**src/rtl/subtractor_pkg.sv**
```systemverilog
// Shared definitions for the carry-lookahead subtractor/adder family:
// default widths, the (g, p) pair and the prefix combine operator.
package subtractor_pkg;

  localparam int WIDTH_DEF = 10;
  localparam int SPLIT_DEF = 5;

  typedef struct packed {
    logic g;
    logic p;
  } gp_t;

  function automatic gp_t make_gp(input logic g, input logic p);
    gp_t r;
    r.g = g;
    r.p = p;
    return r;
  endfunction

  // Merges a more-significant span (hi) with the span directly below it (lo).
  function automatic gp_t gp_combine(input gp_t hi, input gp_t lo);
    gp_t r;
    r.g = hi.g | (hi.p & lo.g);
    r.p = hi.p & lo.p;
    return r;
  endfunction

endpackage

```
**src/rtl/sub_slice.sv**
```systemverilog
// Combinational N-bit carry-lookahead slice computing x + y_inverted + cin.
// Feeding ~b as y_inverted with cin=1 at the bottom slice gives x - b.
module sub_slice
  import subtractor_pkg::*;
#(
  parameter int N = 5
) (
  input  logic [N-1:0] x,
  input  logic [N-1:0] y_inverted,
  input  logic         cin,
  output logic [N-1:0] diff,
  output logic         cout
);

  logic [N-1:0] g;
  logic [N-1:0] p;
  logic [N:0]   c;
  gp_t          acc;

  assign g = x & y_inverted;
  assign p = x ^ y_inverted;

  // acc holds the group (g, p) of bits [i:0]; the carry into bit i+1 follows from it and cin.
  always_comb begin
    c    = '0;
    acc  = '0;
    c[0] = cin;
    for (int i = 0; i < N; i++) begin
      if (i == 0) acc = make_gp(g[0], p[0]);
      else        acc = gp_combine(make_gp(g[i], p[i]), acc);
      c[i+1] = acc.g | (acc.p & cin);
    end
  end

  assign diff = p ^ c[N-1:0];
  assign cout = c[N];

endmodule

```
**src/rtl/subtractor_pipe.sv**
```systemverilog
// Two-stage pipelined unsigned subtractor d = a - b with borrow-out and zero flags,
// split at SPLIT bits, with valid/ready handshakes on both sides.
module subtractor_pipe
  import subtractor_pkg::*;
#(
  parameter int WIDTH = WIDTH_DEF,
  parameter int SPLIT = SPLIT_DEF
) (
  input  logic             clk,
  input  logic             rst,
  input  logic             in_valid,
  output logic             in_ready,
  input  logic [WIDTH-1:0] a,
  input  logic [WIDTH-1:0] b,
  output logic             out_valid,
  input  logic             out_ready,
  output logic [WIDTH-1:0] d,
  output logic             bout,
  output logic             zero
);

  localparam int HI = WIDTH - SPLIT;

  logic             vld_p1;
  logic [SPLIT-1:0] lo_diff_p1;
  logic             carry_p1;
  logic [HI-1:0]    a_hi_p1;
  logic [HI-1:0]    b_hi_p1;

  logic [SPLIT-1:0] lo_diff;
  logic             lo_cout;
  logic [HI-1:0]    hi_diff;
  logic             hi_cout;
  logic [WIDTH-1:0] d_next;

  logic load_p2;
  logic in_fire;
  logic adv_p1;

  assign load_p2  = ~out_valid | out_ready;
  assign in_ready = ~vld_p1 | load_p2;
  assign in_fire  = in_valid & in_ready;
  assign adv_p1   = vld_p1 & load_p2;

  // ---- stage 1: low slice, carry-in fixed at 1 for two's-complement subtract
  sub_slice #(.N(SPLIT)) u_lo (
    .x          (a[SPLIT-1:0]),
    .y_inverted (~b[SPLIT-1:0]),
    .cin        (1'b1),
    .diff       (lo_diff),
    .cout       (lo_cout)
  );

  always_ff @(posedge clk or posedge rst) begin
    if (rst)          vld_p1 <= 1'b0;
    else if (in_fire) vld_p1 <= 1'b1;
    else if (adv_p1)  vld_p1 <= 1'b0;
  end

  always_ff @(posedge clk) begin
    if (in_fire) begin
      lo_diff_p1 <= lo_diff;
      carry_p1   <= lo_cout;
      a_hi_p1    <= a[WIDTH-1:SPLIT];
      b_hi_p1    <= b[WIDTH-1:SPLIT];
    end
  end

  // ---- stage 2: high slice chained on the registered low-slice carry
  sub_slice #(.N(HI)) u_hi (
    .x          (a_hi_p1),
    .y_inverted (~b_hi_p1),
    .cin        (carry_p1),
    .diff       (hi_diff),
    .cout       (hi_cout)
  );

  assign d_next = {hi_diff, lo_diff_p1};

  always_ff @(posedge clk or posedge rst) begin
    if (rst) begin
      out_valid <= 1'b0;
      d         <= '0;
      bout      <= 1'b0;
      zero      <= 1'b0;
    end else if (load_p2) begin
      out_valid <= vld_p1;
      if (vld_p1) begin
        d    <= d_next;
        bout <= ~hi_cout;
        zero <= ~|d_next;
      end
    end
  end

endmodule

```
**config.mk**
```make
export PLATFORM = sky130hd
export DESIGN_NAME = subtractor_pipe
export DESIGN_NICKNAME = d
export VERILOG_FILES = /design/src/rtl/subtractor_pkg.sv /design/src/rtl/sub_slice.sv /design/src/rtl/subtractor_pipe.sv
export SDC_FILE = /design/constraint.sdc
export NUM_CORES = 1
export LEC_CHECK = 0
export CORE_MARGIN = 8
export CORE_UTILIZATION = 42
export CTS_CLUSTER_DIAMETER = 80
export DETAILED_ROUTE_END_ITERATION = 12
export HOLD_SLACK_MARGIN = 0.15
export PLACE_DENSITY_LB_ADDON = 0.1
export SYNTH_ARGS = -nofsm -noshare
export SYNTH_HDL_FRONTEND = slang
export SYNTH_HIERARCHICAL = 1
export SYNTH_SLANG_ARGS = --single-unit
```
**constraint.sdc**
```tcl
create_clock -name clk -period 2.3 [get_ports clk]
set_input_delay 0.46 -clock clk [delete_from_list [all_inputs] [get_ports clk]]
set_output_delay 0.46 -clock clk [all_outputs]
set_load 0.01 [all_outputs]
```
==> reports/metrics.yaml, run 1 <==
status: "completed"
design_area_sq_um: 1994
grt.overflow.total: 0
slowest_delay_ns: 0.55
io_buffers: 37
cp.arrival_ns: 1.63
hold_viol_final: 0
first_pass_iters: 4
nets: 198
ant_nets: 0
worstSetupPathType: "in2out"
postSynthAreaPerCell_sq_um: 13.13
fin_skew_ns: 0.003160
max-slew-margin-rel_pct: 65.84
period_share_pct: 90.66
root_buffer: "clkbuf_4"
power_density_nw_per_um2: 692.5
num_vias: 981
cts_buffer_depth: 2
tightest_slew_ns: 0.5119
synthAdderAreaFrac_pct: 11.13
pin_count: 38
drive_gt1_share_pct: 13.50
synthMuxAreaShare_pct: 9.022
drc: 0
drt_iter0_drc: 20
core_area_sq_um: 3363
die-area_sq_um: 5691
finalSetupTns_ns: 0
synth_top_family_by_area: "adder cells"
maxSlewViolCount: 0
die_w_um: 75.44
clock-sinks: 30
crit_required_ns: 1.84
routed_wl_um: 2724
clk_latency_ns: 0.32
initial_utilization_pct: 44.12
p_leak_nw: 0.9100
grt_usage_pct: 11.05
ys_seq_area_share_pct: 55.99
grt_max_degree: 17
syn_inst: 113
drt-wirelength-per-cell_um: 13.03
dp_cells: 201
rsz0062_at_grt: "no"
synth_compound_area_share_pct: 6.914
dp_slack_ns: -0.04789
ctsHoldBuffers: 0
synth_seq_cells: 30
ys_top_cells_by_area: "edfxtp_1 32%, dfrtp_1 24%, ha_1 8.4%"
antenna_found_initial: 0
post-cts-setup-buffers: 0
finalSetupViolCount: 0
maxCapViolCount: 0
syn_area_sq_um: 1484
mostFrequentLayoutCell: "clkdlybuf4s50_1"
fin_hold_ws_ns: 0.4592
cts_tree: "yes"
peakVddDrop_mv: 0.3075
cp-start-kind: "input pin"
antenna_cells: 0
grt_pass1_vias: 1071
fillerInstances: 320
fmax_mhz: 479.6
final_cell_mix: "37 x clkdlybuf4s50_1, 20 x inv_1, 16 x edfxtp_1"
setup_slack_ns: 0.2149
grt_first_pass_wirelength_um: 4602
area_growth_pct: 34.40
synth_xor_area_share_pct: 4.722
yosysWarningCount: 6
synth_top_area_cell: "edfxtp_1"
yosysTopAreaCellShare_pct: 32.38
ys_types: 26
synth_simple_gate_area_share_pct: 6.577
cpMaxStageDelayCell: "clkdlybuf4s50_1"
die_h_um: 75.44
cp-end-kind: "primary output"
gp_congestion: 0.7201
h-tree-depth: 2
worst-path-max-fanout: 3
cts-buffers-inserted: 5
dpl-instance-area_sq_um: 1944
ctsResizeCount: 0
hp-class: "in2async"
path_common_cell: "clkdlybuf4s50_1"
path_clk_slew_ns: 0.09
layout_min_cycle_time_ns: 2.085
place_hpwl_um: 2228
viasPerCell: 4.694
rows: 21
path_cells: "clkdlybuf4s50_1 > nand3b_1 > clkdlybuf4s50_1"
fin_cells: 209
[through the flow]
| stage | power (mW) | utilization [%] |
|---|---|---|
| finish | 1.381 | 59.30 |
| global route | 1.468 | 59.30 |
| CTS | 1.409 | 59.30 |
| detailed placement | 1.119 | 57.81 |
| global placement | 1.102 | 57.81 |
| floorplan | 0.9030 | - |
[routing by layer]
| layer | global-route usage, % | share of wire, % | up-vias |
|---|---|---|---|
| li1 | - | - | 483 |
| met1 | 10.89 | 43 | 460 |
| met2 | 19.27 | 48 | 32 |
| met3 | 5.132 | 7.4 | 6 |
| met4 | 5.117 | 1.9 | 0 |
| met5 | 0 | 0 | - |
[critical path: cells and delay by family]
kind | cells | cell delay, ns
buffers and inverters | 2 | 1.02
AND/OR/NAND/NOR | 1 | 0.14
[cells by family after synthesis]
kind of cell | count (synthesis)
AO/OA/AOI/OAI | 14
XOR/XNOR | 8
adder cells (fa/ha/maj) | 12
buffers and inverters | 21
flip-flops | 30
multiplexers | 12
other | 1
AND/OR/NAND/NOR | 15
[cell usage after synthesis]
cell / count
mux2i_1: 1
a2111o_1: 2
buf_2: 1
conb_1: 1
nand3b_1: 1
inv_1: 20
or4_1: 2
mux2_1: 1
and3_1: 4
a21oi_1: 2
dfrtp_1: 14
xor2_1: 4
nand2_1: 1
a21o_1: 4
edfxtp_1: 16
nor4_1: 1
ha_1: 10
nand2b_1: 3
mux2_2: 10
and2_1: 1
a211oi_1: 2
o21ai_0: 2
o21bai_1: 2
fa_1: 2
xnor2_1: 4
and2_2: 2
[path summary, 6_finish.rpt]
check	slack [ns]	end	startpoint	cells past startpoint
worst min-delay path	0.46	out_valid	rst	2
worst max register to register	0.25	zero	a_hi_p1[0]	7
max in group asynchronous	1.50	d[3]	rst	2
worst min register to register	0.50	zero	zero	1
worst max-delay path	0.21	in_ready	out_ready	3
min in group clk	0.50	zero	zero	1
[where the power goes]
group / leakage, nW / switching (mW) / internal, mW
combinational: 0.563 / 0.159 / 0.241
clock: 0.0297 / 0.168 / 0.115
sequential: 0.317 / 0.0405 / 0.658
[area by class of cell]
cell class	count	area, sq um	area share, %
clock inverters	2	8.758	0.4391
multi-input cells	64	580.6	29.11
well taps	46	57.56	2.886
clock buffers	6	41.29	2.070
flip-flops and latches	30	830.8	41.66
inverters	20	75.07	3.764
repair buffers	41	400.4	20.08
[sequential cells by signal, summed over array words and instances (netlist names), 5 cells and up]
register,cells
d,10
a_hi_p1,5
b_hi_p1,5
lo_diff_p1,5
(Power assumes the default switching activity.)
==> run 2, diff against run 1 <==
- MAX_ROUTING_LAYER: not set -> met4
==> reports/metrics.yaml, run 2 (synthesis gave the netlist of run 1 again) <==
status: "completed"
worst-path-stages: 3  # unchanged
layout_min_cycle_time_ns: 2.085  # -0.0003090 ns
mostFrequentLayoutCell: "clkdlybuf4s50_1"
worstSetupPathType: "in2out"
grt_usage_pct: 11.36  # +0.31 points
nets: 198  # unchanged
r2r_cells: 7  # unchanged
finalSetupViolCount: 0  # unchanged
drive_gt1_share_pct: 13.50  # unchanged
post-cts-setup-buffers: 0  # unchanged
io_buffers: 37  # unchanged
num_vias: 981  # unchanged
cp-end-kind: "primary output"
largest_reg_flops: 10  # unchanged
startpoint: "out_ready"
drt-wirelength-per-cell_um: 13.05  # +0.11%
peakVddDrop_mv: 0.3073  # about the same
maxCapViolCount: 0  # unchanged
tightest_slew_ns: 0.5120  # +0.0001552 ns
slowest_delay_ns: 0.55  # about the same
cpMaxStageDelayCell: "clkdlybuf4s50_1"
cts-buffers-inserted: 5  # unchanged
worst-path-max-fanout: 3  # unchanged
p_leak_nw: 0.9100  # unchanged
core_area_sq_um: 3363  # unchanged
reg2reg_from: "a_hi_p1[0]"
grt_pass1_vias: 1071  # unchanged
routed_wl_um: 2727  # +0.11%
power_density_nw_per_um2: 692.3  # about the same
ant_nets: 0  # unchanged
path_cells: "clkdlybuf4s50_1 > nand3b_1 > clkdlybuf4s50_1"
cp-start-kind: "input pin"
critPathBufInv: 2  # unchanged
ctsHoldBuffers: 0  # unchanged
antenna_found_initial: 0  # unchanged
max-slew-margin-rel_pct: 65.83  # about the same
hp-class: "in2async"
final_cell_mix: "37 x clkdlybuf4s50_1, 20 x inv_1, 16 x edfxtp_1"
first_pass_iters: 4  # unchanged
viasPerCell: 4.694  # unchanged
setup_slack_ns: 0.2152  # +0.0003090 ns
hold_viol_final: 0  # unchanged
fmax_mhz: 479.7  # about the same
grt_first_pass_wirelength_um: 4595  # -0.15%
die_w_um: 75.44  # unchanged
initial_utilization_pct: 44.12  # unchanged
place_hpwl_um: 2228  # unchanged
period_share_pct: 90.64  # about the same
clock-sinks: 30  # unchanged
h-tree-depth: 2  # unchanged
crit_required_ns: 1.84  # about the same
ctsResizeCount: 0  # unchanged
path_common_cell: "clkdlybuf4s50_1"
regMostFlops: "d"
dp_slack_ns: -0.04789  # unchanged
grt.overflow.total: 0  # unchanged
clk_latency_ns: 0.32  # about the same
rows: 21  # unchanged
rsz0062_at_grt: "no"
pin_count: 38  # unchanged
cp.arrival_ns: 1.62  # about the same
gp_congestion: 0.7284  # +1.2%
root_buffer: "clkbuf_4"
die-area_sq_um: 5691  # unchanged
finalSetupTns_ns: 0  # unchanged
cts_buffer_depth: 2  # unchanged
cp_top_family: "buffers and inverters"
die_h_um: 75.44  # unchanged
maxSlewViolCount: 0  # unchanged
antenna_cells: 0  # unchanged
path_clk_slew_ns: 0.09  # about the same
grt_max_degree: 17  # unchanged
drt_iter0_drc: 26  # +30%
drc: 0  # unchanged
fin_skew_ns: 0.003158  # -0.000002580 ns
area_growth_pct: 34.40  # unchanged
cts_tree: "yes"
[run 2: cell counts in the layout (fill, tap and decap cells not counted)]
No cell type changed its count.
[run 2: power breakdown]
group | total (mW) | switching (mW) | internal (mW)
sequential | 0.698 | 0.0405 | 0.658
combinational | 0.400 | 0.159 | 0.241
clock | 0.283 | 0.168 | 0.115
[run 2: layer usage]
metal | track usage (%) | part of all wire [%] | vias to the layer above
met3 | 4.605 | 6.2 | 6
met4 | 5.117 | 2.0 | 0
met2 | 19.27 | 48 | 32
met1 | 11.21 | 44 | 460
met5 | - | 0 | -
li1 | - | - | 483
[run 2: final timing paths]
path	endpoint	slack [ns]
max	in_ready	0.22
min	out_valid	0.46
max reg2reg	zero	0.25
min reg2reg	zero	0.50
max in group asynchronous	d[3]	1.50
min in group clk	zero	0.50
[run 2: worst register-to-register path: cells and delay by family, from the launching register on]
| kind | cells | cell delay [ns] |
|---|---|---|
| compound gates | 2 | 0.37 |
| flops | 1 | 0.39 |
| xor+xnor | 1 | 0.10 |
| mux | 1 | 0.16 |
| simple gates | 2 | 0.66 |
| fa+ha+maj | 1 | 0.32 |
[run 2: cell type report]
cell class | count | area [sq um]
flip-flops and latches | 30 | 830.8
fillers | 320 | 1369
multi-input cells | 64 | 580.6
clock inverters | 2 | 8.758
clock buffers | 6 | 41.29
well taps | 46 | 57.56
repair buffers | 41 | 400.4
inverters | 20 | 75.07
[run 2: per-stage QoR]
step	hold slack, ns	area, sq um	total power [mW]	util (%)	cells
finish	0.4602	1994	1.381	59.30	209
detailed placement	0.4860	1944	1.119	57.81	201
global route	0.4975	1994	1.468	59.30	209
CTS	0.4625	1994	1.409	59.30	209
floorplan	0.3492	1491	0.9030	-	115
global placement	0.4730	1944	1.102	57.81	201
==> run 3, diff against run 2 <==
- SETUP_SLACK_MARGIN: not set -> 0.4
==> reports/metrics.yaml, run 3 (synthesis gave the netlist of run 1 again) <==
dp_cells: 201  # unchanged
final_cell_mix: "33 x clkdlybuf4s50_1, 16 x edfxtp_1, 15 x inv_1"
viasPerCell: 4.752  # +1.2%
gp_congestion: 0.7284  # unchanged
clockPowerShare_pct: 20.1  # -0.4 points
swShare_pct: 27.27  # +0.66 points
grt_usage_pct: 12.16  # +0.80 points
p_leak_nw: 0.9600  # +5.5%
root_buffer: "clkbuf_4"
fin_skew_ns: 0.008664  # +0.005507 ns
crit_required_ns: 2.57  # +0.73 ns
cp-start-kind: "flip-flop"
worst-path-max-fanout: 2  # -1
die_w_um: 75.44  # unchanged
p_seq_share_pct: 48.8  # -1.8 points
drt_iter0_drc: 35  # +35%
drive_gt1_share_pct: 24.40  # +11 points
netSwitchingPower_mw: 0.3925  # +6.8%
fmax_mhz: 496.4  # +3.5%
finalSetupViolCount: 0  # unchanged
routed_wl_um: 3011  # +10%
hp-class: "in2async"
max-slew-margin-rel_pct: 64.31  # -1.5 points
first_pass_iters: 4  # unchanged
regMostFlops: "d"
cp.arrival_ns: 2.28  # +0.66 ns
layout_min_cycle_time_ns: 2.014  # -0.07040 ns
power_density_nw_per_um2: 671.9  # -2.9%
p_comb_share_pct: 31.1  # +2.1 points
io_buffers: 37  # unchanged
fin_cells: 214  # +2.4%
tightest_slew_ns: 0.5340  # +0.02195 ns
setup_slack_ns: 0.2856  # +0.07040 ns
core_area_sq_um: 3363  # unchanged
fin_hold_ws_ns: 0.4570  # -0.003156 ns
die-area_sq_um: 5691  # unchanged
cts-buffers-inserted: 5  # unchanged
antenna_cells: 0  # unchanged
multi_input_area_sq_um: 684.4  # +18%
area_growth_pct: 44.35
drc: 0  # unchanged
rows: 21  # unchanged
cts_tree: "yes"
die_h_um: 75.44  # unchanged
p_int_mw: 1.047  # +3.3%
fillerInstances: 299  # -6.6%
hold_viol_final: 0  # unchanged
path_clk_slew_ns: 0.10  # about the same
grt_first_pass_wirelength_um: 4899  # +6.6%
maxSlewViolCount: 0  # unchanged
status: "completed"
worstSetupPathType: "reg2reg"
initial_utilization_pct: 44.12  # unchanged
clk_latency_ns: 0.33  # about the same
ctsHoldBuffers: 0  # unchanged
cts_buffer_depth: 2  # unchanged
antenna_found_initial: 0  # unchanged
grt.overflow.total: 0  # unchanged
ant_nets: 0  # unchanged
cp-end-kind: "flip-flop"
grt_pass1_vias: 1102  # +2.9%
period_share_pct: 87.58  # -3.1 points
largest_reg_flops: 10  # unchanged
pin_count: 38  # unchanged
peakVddDrop_mv: 0.3238  # +5.4%
layout.area.seq_sq_um: 830.8  # unchanged
clock-sinks: 30  # unchanged
num_vias: 1017  # +3.7%
mostFrequentLayoutCell: "clkdlybuf4s50_1"
dp_slack_ns: -0.04789  # unchanged
drt-wirelength-per-cell_um: 14.07  # +7.8%
rsz0062_at_grt: "yes"
grt_max_degree: 17  # unchanged
place_hpwl_um: 2228  # unchanged
h-tree-depth: 2  # unchanged
maxCapViolCount: 0  # unchanged
nets: 203  # +2.5%
-- run 3: cell count changes in the layout (fill, tap and decap cells not counted), sizes merged --
cell           before  now
buf                 4    9
clkdlybuf4s50      37   33
dlymetal6s2s        0    3
dlygate4sd2         0    1
-- run 3: final cells by class --
| class | count | area share [%] |
|---|---|---|
| clock buffers | 6 | 1.928 |
| multi-input cells | 64 | 31.95 |
| clock inverters | 2 | 0.4089 |
| flip-flops and latches | 30 | 38.79 |
| repair buffers | 46 | 20.74 |
| well taps | 46 | 2.687 |
| inverters | 20 | 3.505 |
-- run 3: final timing paths --
check,cells past startpoint,slack (ns),from,to
min in group clk,1,0.50,zero,zero
max in group asynchronous,2,1.50,rst,d[3]
worst min register to register,1,0.50,zero,zero
worst min-delay path,2,0.46,rst,d[6]
worst max register to register,6,0.29,a_hi_p1[1],zero
worst max-delay path,6,0.29,a_hi_p1[1],zero
-- run 3: critical path, stage by stage, from the launching register on --
cell and delay (ns):
edfxtp_1 0.45, ha_4 0.24, and3_4 0.17, a2111o_1 0.46, xor2_2 0.17, nor4_1 0.30, mux2_1 0.17
-- run 3: metal layers --
| layer | global-route usage, % | share of wire, % | vias to the layer above |
|---|---|---|---|
| li1 | - | - | 490 |
| met1 | 12.25 | 42 | 488 |
| met2 | 20.61 | 51 | 32 |
| met3 | 4.737 | 6.0 | 7 |
| met4 | 5.117 | 1.5 | 0 |
| met5 | - | 0 | - |
-- run 3: repair_timing --
item / CTS / global route
pin swaps: 8 / 8
gates resized for setup: 8 / 11
gates cloned: 0 / 0
setup buffers: 1 / 4
setup endpoints to repair: 5 / 4
-- run 3: per-stage QoR --
step | power [mW] | TNS, ns | cell area, sq um | util [%]
after global placement | 1.102 | 0 | 1944 | 57.81
after floorplan | 0.9030 | 0 | 1491 | -
final | 1.439 | 0 | 2142 | 63.69
after CTS | 1.428 | 0 | 2076 | 61.72
after global routing | 1.526 | 0 | 2142 | 63.69
after detailed placement | 1.119 | -0.05975 | 1944 | 57.81
-- run 3: power groups by stage --
stage / Sequential (mW) / Clock, mW / Combinational, mW
2_1_floorplan: 0.730 / 0 / 0.173
3_3_place_gp: 0.708 / 0 / 0.395
3_5_place_dp: 0.712 / 0 / 0.407
4_1_cts: 0.701 / 0.301 / 0.426
5_1_grt: 0.712 / 0.326 / 0.488
6_report: 0.702 / 0.289 / 0.448
